**src/rtl/fetch_unit.sv**
```systemverilog
// Instruction fetch stage: owns the PC, keeps at most one request outstanding
// to instruction memory, and registers instr/pc/nextPC for the next stage.
// A taken control transfer from execute outranks a hazard stall. A fetched
// hlt instruction freezes fetch until the next redirect or reset.
module fetch_unit #(
  parameter logic [31:0] RESET_PC  = 32'h0000_0000,
  parameter logic [31:0] HLT_INSTR = 32'h0000_0073,
  parameter logic [31:0] NOP_INSTR = 32'h0000_0013
) (
  input  logic        clk,
  input  logic        rst,
  input  logic        stall,
  input  logic        redirect_valid,
  input  logic [31:0] redirect_target,
  output logic        imem_req,
  output logic [31:0] imem_addr,
  input  logic        imem_ready,
  input  logic        imem_rvalid,
  input  logic [31:0] imem_rdata,
  output logic        out_valid,
  output logic [31:0] out_instr,
  output logic [31:0] out_pc,
  output logic [31:0] out_nextPC,
  output logic        halted
);

  typedef enum logic [1:0] {
    S_REQ,   // presenting a request at pc
    S_WAIT,  // request accepted, waiting for its response
    S_HOLD,  // response buffered while the pipeline is stalled
    S_HALT   // hlt delivered, fetch frozen
  } state_t;

  state_t      state, state_next;
  logic [31:0] pc, pc_next;
  logic        kill, kill_next;       // the outstanding response is stale
  logic [31:0] hold_instr, hold_next; // response captured during a stall
  logic        deliver;               // an instruction reaches out_* this cycle
  logic [31:0] deliver_instr;

  // Requests and status come straight from registers, so there is no
  // combinational path from any memory input to imem_req/imem_addr.
  assign imem_req  = (state == S_REQ);
  assign imem_addr = pc;
  assign halted    = (state == S_HALT);

  // Next-state, PC, kill flag and hold buffer; redirect is checked first.
  always_comb begin
    // NOTE: every signal gets a default before any branch so that no path
    // leaves a value unassigned, which would otherwise infer a latch.
    state_next    = state;
    pc_next       = pc;
    kill_next     = kill;
    hold_next     = hold_instr;
    deliver       = 1'b0;
    deliver_instr = hold_instr;

    if (redirect_valid) begin
      pc_next = redirect_target;
      if (state == S_WAIT && imem_rvalid) begin
        // The response lands together with the redirect: drop it here and
        // there is nothing left in flight to kill.
        state_next = S_REQ;
        kill_next  = 1'b0;
      end else if (state == S_WAIT || (state == S_REQ && imem_ready)) begin
        // A request to the old path is (or is about to be) in flight.
        state_next = S_WAIT;
        kill_next  = 1'b1;
      end else begin
        state_next = S_REQ;
        kill_next  = 1'b0;
      end
    end else begin
      unique case (state)
        S_REQ: begin
          if (imem_ready) state_next = S_WAIT;
        end
        S_WAIT: begin
          if (imem_rvalid) begin
            if (kill) begin
              kill_next  = 1'b0;
              state_next = S_REQ;
            end else if (stall) begin
              hold_next  = imem_rdata;
              state_next = S_HOLD;
            end else begin
              deliver       = 1'b1;
              deliver_instr = imem_rdata;
            end
          end
        end
        S_HOLD: begin
          if (!stall) deliver = 1'b1;
        end
        S_HALT: begin
          state_next = S_HALT;
        end
        default: state_next = S_REQ;
      endcase

      if (deliver) begin
        pc_next    = pc + 32'd4;
        state_next = (deliver_instr == HLT_INSTR) ? S_HALT : S_REQ;
      end
    end
  end

  // FSM state, PC, kill flag and hold buffer.
  always_ff @(posedge clk or posedge rst) begin
    // NOTE: sequential state uses non-blocking assignments so every register
    // samples pre-edge values regardless of statement order.
    if (rst) begin
      state      <= S_REQ;
      pc         <= RESET_PC;
      kill       <= 1'b0;
      // NOTE: the hold buffer is a single register, not a memory array, so it
      // is reset too; only its use in S_HOLD matters, but the value stays known.
      hold_instr <= NOP_INSTR;
    end else begin
      state      <= state_next;
      pc         <= pc_next;
      kill       <= kill_next;
      hold_instr <= hold_next;
    end
  end

  // Pipeline output register: redirect flushes, delivery loads, stall holds,
  // otherwise a bubble is presented while out_pc/out_nextPC keep their value.
  always_ff @(posedge clk or posedge rst) begin
    if (rst) begin
      out_valid  <= 1'b0;
      out_instr  <= NOP_INSTR;
      out_pc     <= 32'd0;
      out_nextPC <= 32'd0;
    end else if (redirect_valid) begin
      out_valid <= 1'b0;
      out_instr <= NOP_INSTR;
    end else if (deliver) begin
      out_valid  <= 1'b1;
      out_instr  <= deliver_instr;
      out_pc     <= pc;
      out_nextPC <= pc + 32'd4;
    end else if (!stall) begin
      out_valid <= 1'b0;
      out_instr <= NOP_INSTR;
    end
  end

endmodule

```
**config.mk**
```make
export PLATFORM = sky130hd
export DESIGN_NAME = fetch_unit
export DESIGN_NICKNAME = d
export VERILOG_FILES = /design/src/rtl/fetch_unit.sv
export SDC_FILE = /design/constraint.sdc
export NUM_CORES = 1
export LEC_CHECK = 0
export ABC_AREA = 1
export CAP_MARGIN = 20
export CORE_MARGIN = 5
export CORE_UTILIZATION = 49
export DETAILED_ROUTE_END_ITERATION = 6
export PLACE_DENSITY = 0.81
export SYNTH_ARGS = -nofsm -noshare
export SYNTH_HDL_FRONTEND = slang
export SYNTH_SLANG_ARGS = --single-unit
export TNS_END_PERCENT = 20
```
**constraint.sdc**
```tcl
create_clock -name clk -period 7.09 [get_ports clk]
set_clock_uncertainty 0.1 [all_clocks]
set_input_delay 1.0635 -clock clk [delete_from_list [all_inputs] [get_ports clk]]
set_output_delay 1.0635 -clock clk [all_outputs]
set_load 0.005 [all_outputs]
```
==> results of run 1 <==
-- power by group through the flow --
stage          Combinational [mW]  Clock (mW)  Sequential [mW]
6_report                     1.14       0.942             1.39
5_1_grt                      1.27       0.997             1.43
4_1_cts                      1.14       0.953             1.39
3_5_place_dp                 1.13           0             1.40
3_3_place_gp                 1.10           0             1.39
2_1_floorplan               0.567           0             1.37
-- final cells by class --
| cell class | instances | area [um^2] | share of cell area |
|---|---|---|---|
| clock buffers | 23 | 478 | 0.0463 |
| clock inverters | 9 | 129 | 0.0125 |
| inverters | 101 | 384 | 0.0372 |
| multi-input cells | 639 | 2950 | 0.286 |
| flip-flops and latches | 162 | 4060 | 0.393 |
| well taps | 188 | 235 | 0.0228 |
| repair buffers | 206 | 2090 | 0.202 |
-- routing by layer --
metal  track usage  wire length (um)  share of wire
met1         0.339              9340           0.42
met2         0.397             10700           0.47
met5             0                 0              0
met3        0.0723              1900          0.084
met4        0.0865               593          0.026
-- state kept, by name, summed over array words and instances, names as in the netlist --
name	count
hold_instr	32
imem_addr	32
kill	1
out_instr	32
out_nextPC	30
out_pc	32
out_valid	1
state	2
-- worst reg2reg max path: stages, from the launching register on --
cell and delay (ns):
dfrtp_1 0.41, inv_1 0.12, ha_1 0.26, nand2_2 0.11, o21bai_1 0.14, nand2_1 0.10
inv_1 0.10, nand2_4 0.26, inv_2 0.71, nand3_1 0.26, o211ai_1 0.15
-- worst paths after layout --
check                          startpoint              to  slack [ns]  cells past startpoint
min in group asynchronous             rst    out_instr[9]        0.88                      2
max in group asynchronous             rst  out_nextPC[23]        4.65                      4
setup / recovery           redirect_valid  hold_instr[26]        3.13                     10
hold reg to reg             hold_instr[0]   hold_instr[0]        0.37                      2
hold / removal              hold_instr[0]   hold_instr[0]        0.37                      2
setup reg to reg                 state[1]   imem_addr[18]        4.26                     10
-- layout by cell type, fill, tap and decap left out, types with 4 or more instances in the layout --
cell type	count
mux2_2	7
nor3_1	11
clkbuf_16	17
inv_1	97
o21ai_1	5
nor2_1	44
nand4_1	8
a22o_1	8
nand2_1	352
clkdlybuf4s50_1	200
nand3_1	60
xor2_1	9
dfrtp_1	156
buf_4	4
o21ai_0	89
a21oi_1	10
ha_1	6
dfstp_2	6
o211ai_1	14
-- stage by stage --
step                hold slack (ns)  setup slack (ns)
CTS                           0.373              2.79
floorplan                     0.351              1.56
detailed placement            0.364              2.45
global route                  0.403              2.89
global placement              0.360              2.50
finish                        0.371              3.13
-- cell families after synthesis --
family / count (synthesis) / share of synthesized area
xor gates and xnor gates: 10 / 0.0115
muxes: 7 / 0.0104
buffers and inverters: 143 / 0.0791
and+or+nand+nor: 485 / 0.259
adders and majority gates: 6 / 0.00986
DFF: 162 / 0.534
AOI/OAI and AO/OA: 131 / 0.0966
==> metrics.cfg, run 1 <==
[floorplanning]
core_area_mm2=0.0152
rows=45
die_area_mm2=0.0181
die_x_um=135
boundaryPins=201
die_h_um=135
initial_utilization=0.501

[finish]
antenna_cells=0
fin_cells=1328
final_core_util=0.679
nNetsFinal=1203
n_fill_cell=1210
syn_to_final_growth_pct=35.7
drive_gt1_frac=0.0544
design_area_mm2=0.0103

[grt]
gr-usage-all-layers=0.253
grt_max_degree=113
grt_overflow_total=0
antenna_found_initial=0
grt_pass1_vias=7001
grt_pass1_wl_mm=36.5

[worst_setup_path]
cp_max_fo=36
startpoint_type=input pin
critical_path_buf_inv_count=6
crit_chain=clkdlybuf4s50_1 -> buf_4 -> inv_2 -> nand2_1 -> inv_1 -> nand2_1 -> buf_16 -> buf_4 -> nand2_1 -> o21ai_0
cpMostUsedCell=nand2_1
crit_family=buffers and inverters
end_kind=flop
path_class=input pin to flop
cp_slowest_cell=inv_1
worstPathArrival_ns=4.15
slowest_delay_ns=0.77
worstPathRequired_ns=7.28

[pwr]
p_leak_nw=5.08
comb_power_share=0.328
p_switching_mw=1.12
power.internal_mw=2.36
ir_worst_vdd_uv=215
switching_share=0.322
power.density_mw_per_mm2=337
power_mw=3.48
clkPwrFrac=0.271
seq_power_share=0.401

[placement]
numPortBuffers=200
placed_cell_area_mm2=0.00967
placed_cells=1294
dp_hpwl_mm=15.4
gp_congestion=0.885

[clock_network]
clk-insertion-delay-late_ns=0.42
clk_pin_slew_worst_paths_ns=0.06
cts_tree=built
cts_root_buf=clkbuf_16
hold_buffers=0
cts.htree.levels=4
post_cts_buffers=0
clock_sinks=162
ctsResizeCount=0
cts_buffers=17
clock_path_buffers=2

[drt]
drtAntennaViolNets=0
via_per_inst=5.33
wl_per_cell_um=16.9
drcViolationCount=0
drt-total-wl_mm=22.5
dr.pass1.iters=5
vias=7074
drt_iter0_markers=616

[synth]
synth_most_common_cell=nand2_1
synth_fp_nets=1020
ys_types=34
synthTopCellsByCount=nand2_1, dfrtp_1, inv_1
synth-seq-area-share=0.534
synth_top_area_cell=dfrtp_1
yosysTopAreaCellShare=0.513
synthFlopType=dfrtp_1
syn_area_per_cell_um2=8.06
synth_edf_count=0
postSynth.asyncResetShare=1.00
yosys_warnings=0
synthCells=944
synth_area_mm2=0.00761
synth_seq_cells=162
yosys-top-cells-area=dfrtp_1, nand2_1, o21ai_0, inv_1, nand3_1

[sta]
period_share=0.559
fmax_ghz=0.252
finalSetupViolCount=0
layout_min_cycle_time_ns=3.96
worst_pin_slew_ns=1.02
tns_ns=0
slew_viol_final=0
final-hold-violation-count=0
rsz0062_at_grt=false
slew_headroom=0.318

[status]
status=complete, no violations

[run]
maxCapViolations=0

[min_path]
hp-class=flop to flop

(Power assumes the default switching activity.)
==> run 2, diff against run 1 <==
==> constraint.sdc (replaced) <==
create_clock -name clk -period 3.67 [get_ports clk]
set_clock_uncertainty 0.1 [all_clocks]
set_input_delay 0.5505 -clock clk [delete_from_list [all_inputs] [get_ports clk]]
set_output_delay 0.5505 -clock clk [all_outputs]
set_load 0.005 [all_outputs]
==> metrics.cfg, run 2 (synthesized netlist as in run 1, its figures left out) <==
[drt]
wl_met3_mm=1.87  ; was 1.90 mm
drt-total-wl_mm=22.3  ; was 22.5 mm
dr.pass1.iters=5  ; unchanged
drtAntennaViolNets=0  ; unchanged
drt-met1-wl_mm=9.25  ; was 9.34 mm
drcViolationCount=0  ; unchanged
top_layer=met5  ; was met4
drt_iter0_markers=537  ; was 616
vias=7067  ; was 7074
wl_met2_mm=10.5  ; was 10.7 mm
wl_per_cell_um=16.8  ; was 16.9 um
via_per_inst=5.31  ; was 5.33

[finish]
drive_gt1_frac=0.0578  ; was 0.0544
seqCellArea_mm2=0.00406  ; unchanged
nNetsFinal=1207  ; was 1203
multi_input_area_mm2=0.00295  ; unchanged
n_fill_cell=1199  ; was 1210
syn_to_final_growth_pct=36.1  ; was 35.7%
mostFrequentLayoutCells=nand2_1, clkdlybuf4s50_1, dfrtp_1  ; unchanged
antenna_cells=0  ; unchanged
design_area_mm2=0.0104  ; was 0.0103 mm^2
final_core_util=0.682  ; was 0.679
final_common_cell=nand2_1  ; unchanged
fin_cells=1330  ; was 1328

[worst_setup_path]
path_class=flop to flop  ; was input pin to flop
r2r_slack_ns=1.23  ; was 4.26 ns
rr_endpoint=imem_addr[7]  ; was imem_addr[18]
startpoint_type=flop  ; was input pin
reg2reg_from=state[1]  ; unchanged
end_kind=flop  ; unchanged
cp_max_fo=41  ; was 36
worstPathRequired_ns=3.90  ; was 7.28 ns
rr_worst_depth=10  ; unchanged
worstPathArrival_ns=2.67  ; was 4.15 ns

[sta]
rsz0062_at_grt=false  ; unchanged
finalSetupViolCount=0  ; unchanged
final-hold-violation-count=0  ; unchanged
slew_viol_final=0  ; unchanged
hold_ws_ns=0.380  ; was 0.371 ns
slew_headroom=0.456  ; was 0.318
fmax_ghz=0.410
period_share=0.665
worst_pin_slew_ns=0.815  ; was 1.02 ns
worst_slack_ns=1.23  ; was 3.13 ns
layout_min_cycle_time_ns=2.44
tns_ns=0  ; unchanged

[run]
maxCapViolations=0  ; unchanged

[grt]
grt_pass1_vias=6819  ; was 7001
grt_max_degree=95  ; was 113
antenna_found_initial=1  ; was 0
gr-usage-all-layers=0.249  ; was 0.253
grt_overflow_total=0  ; unchanged
grt_pass1_wl_mm=35.9  ; was 36.5 mm

[status]
status=complete, no violations  ; unchanged

[min_path]
hold-path-endpoint=out_instr[23]  ; was hold_instr[0]
min_from=out_instr[23]  ; was hold_instr[0]
min_path_cells=2  ; unchanged
hp-class=flop to flop  ; unchanged

[clock_network]
clk_pin_slew_worst_paths_ns=0.06  ; about the same
ctsResizeCount=0  ; unchanged
clock_sinks=162  ; unchanged
hold_buffers=0  ; unchanged
clock_path_buffers=2  ; unchanged
post_cts_buffers=0  ; unchanged
clk-insertion-delay-late_ns=0.42  ; about the same
cts_tree=built  ; unchanged
cts.htree.levels=4  ; unchanged
cts_root_buf=clkbuf_16  ; unchanged
cts_buffers=17  ; unchanged

[placement]
numPortBuffers=200  ; unchanged
placed_cells=1300  ; was 1294
gp_congestion=0.872  ; was 0.885
placed_cell_area_mm2=0.00975  ; was 0.00967 mm^2
preCtsSetupSlack_ns=0.942  ; was 2.45 ns
dp_hpwl_mm=15.7  ; was 15.4 mm

[floorplanning]
core_area_mm2=0.0152  ; unchanged
die_x_um=135  ; unchanged
die_h_um=135  ; unchanged
die_area_mm2=0.0181  ; unchanged
boundaryPins=201  ; unchanged
rows=45  ; unchanged
initial_utilization=0.501  ; unchanged

[pwr]
p_leak_nw=5.09  ; was 5.08 nW
power.density_mw_per_mm2=653  ; was 337 mW/mm^2
power_mw=6.77  ; was 3.48 mW
ir_worst_vdd_uv=414  ; was 215 uV

[run 2: cell types whose count changed in the layout (fill, tap and decap cells not counted)]
| cell | change |
|---|---|
| bufinv_16 | +1 |
| clkinvlp_4 | +1 |
| inv_6 | -1 |
| buf_4 | +3 |
| buf_12 | +3 |
| buf_16 | -2 |
| clkbuf_8 | -1 |
| clkbuf_1 | -2 |
[run 2: where the power goes]
part	internal, mW	switching, mW
clock	1.16	0.698
combinational	1.12	1.09
sequential	2.32	0.374
[run 2: layout make-up]
type,count,share of cell area
inverter,101,0.0369
clock inverter,10,0.0153
multi-input combinational,639,0.285
timing repair buffer,210,0.204
clock buffer,20,0.0441
sequential,162,0.392
tap,188,0.0227
[run 2: routing by layer]
metal	global-route usage	up-vias
li1	-	3359
met1	0.332	3349
met2	0.389	315
met3	0.0708	42
met4	0.0962	2
met5	0	-
[run 2: worst max path at each step]
| stage | startpoint | slack (ns) | cells past startpoint | end |
|---|---|---|---|---|
| after floorplan | rst | 0.97 | 1 | hold_instr[10] |
| after global placement | stall | 1.0 | 11 | state[1] |
| after detailed placement | imem_rvalid | 0.94 | 9 | imem_addr[7] |
| after CTS | state[1] | 1.24 | 10 | imem_addr[6] |
| after global routing | state[1] | 1.02 | 10 | imem_addr[7] |
| final | state[1] | 1.23 | 10 | imem_addr[7] |
[run 2: worst max-delay path, cell delays in order, from the launching register on]
cell	delay, ns
dfrtp_1	0.41
inv_1	0.11
ha_1	0.26
nand2_2	0.11
o21bai_1	0.13
nand2_1	0.09
inv_1	0.10
nand2_4	0.06
inv_2	0.59
o211ai_1	0.24
o211ai_1	0.14
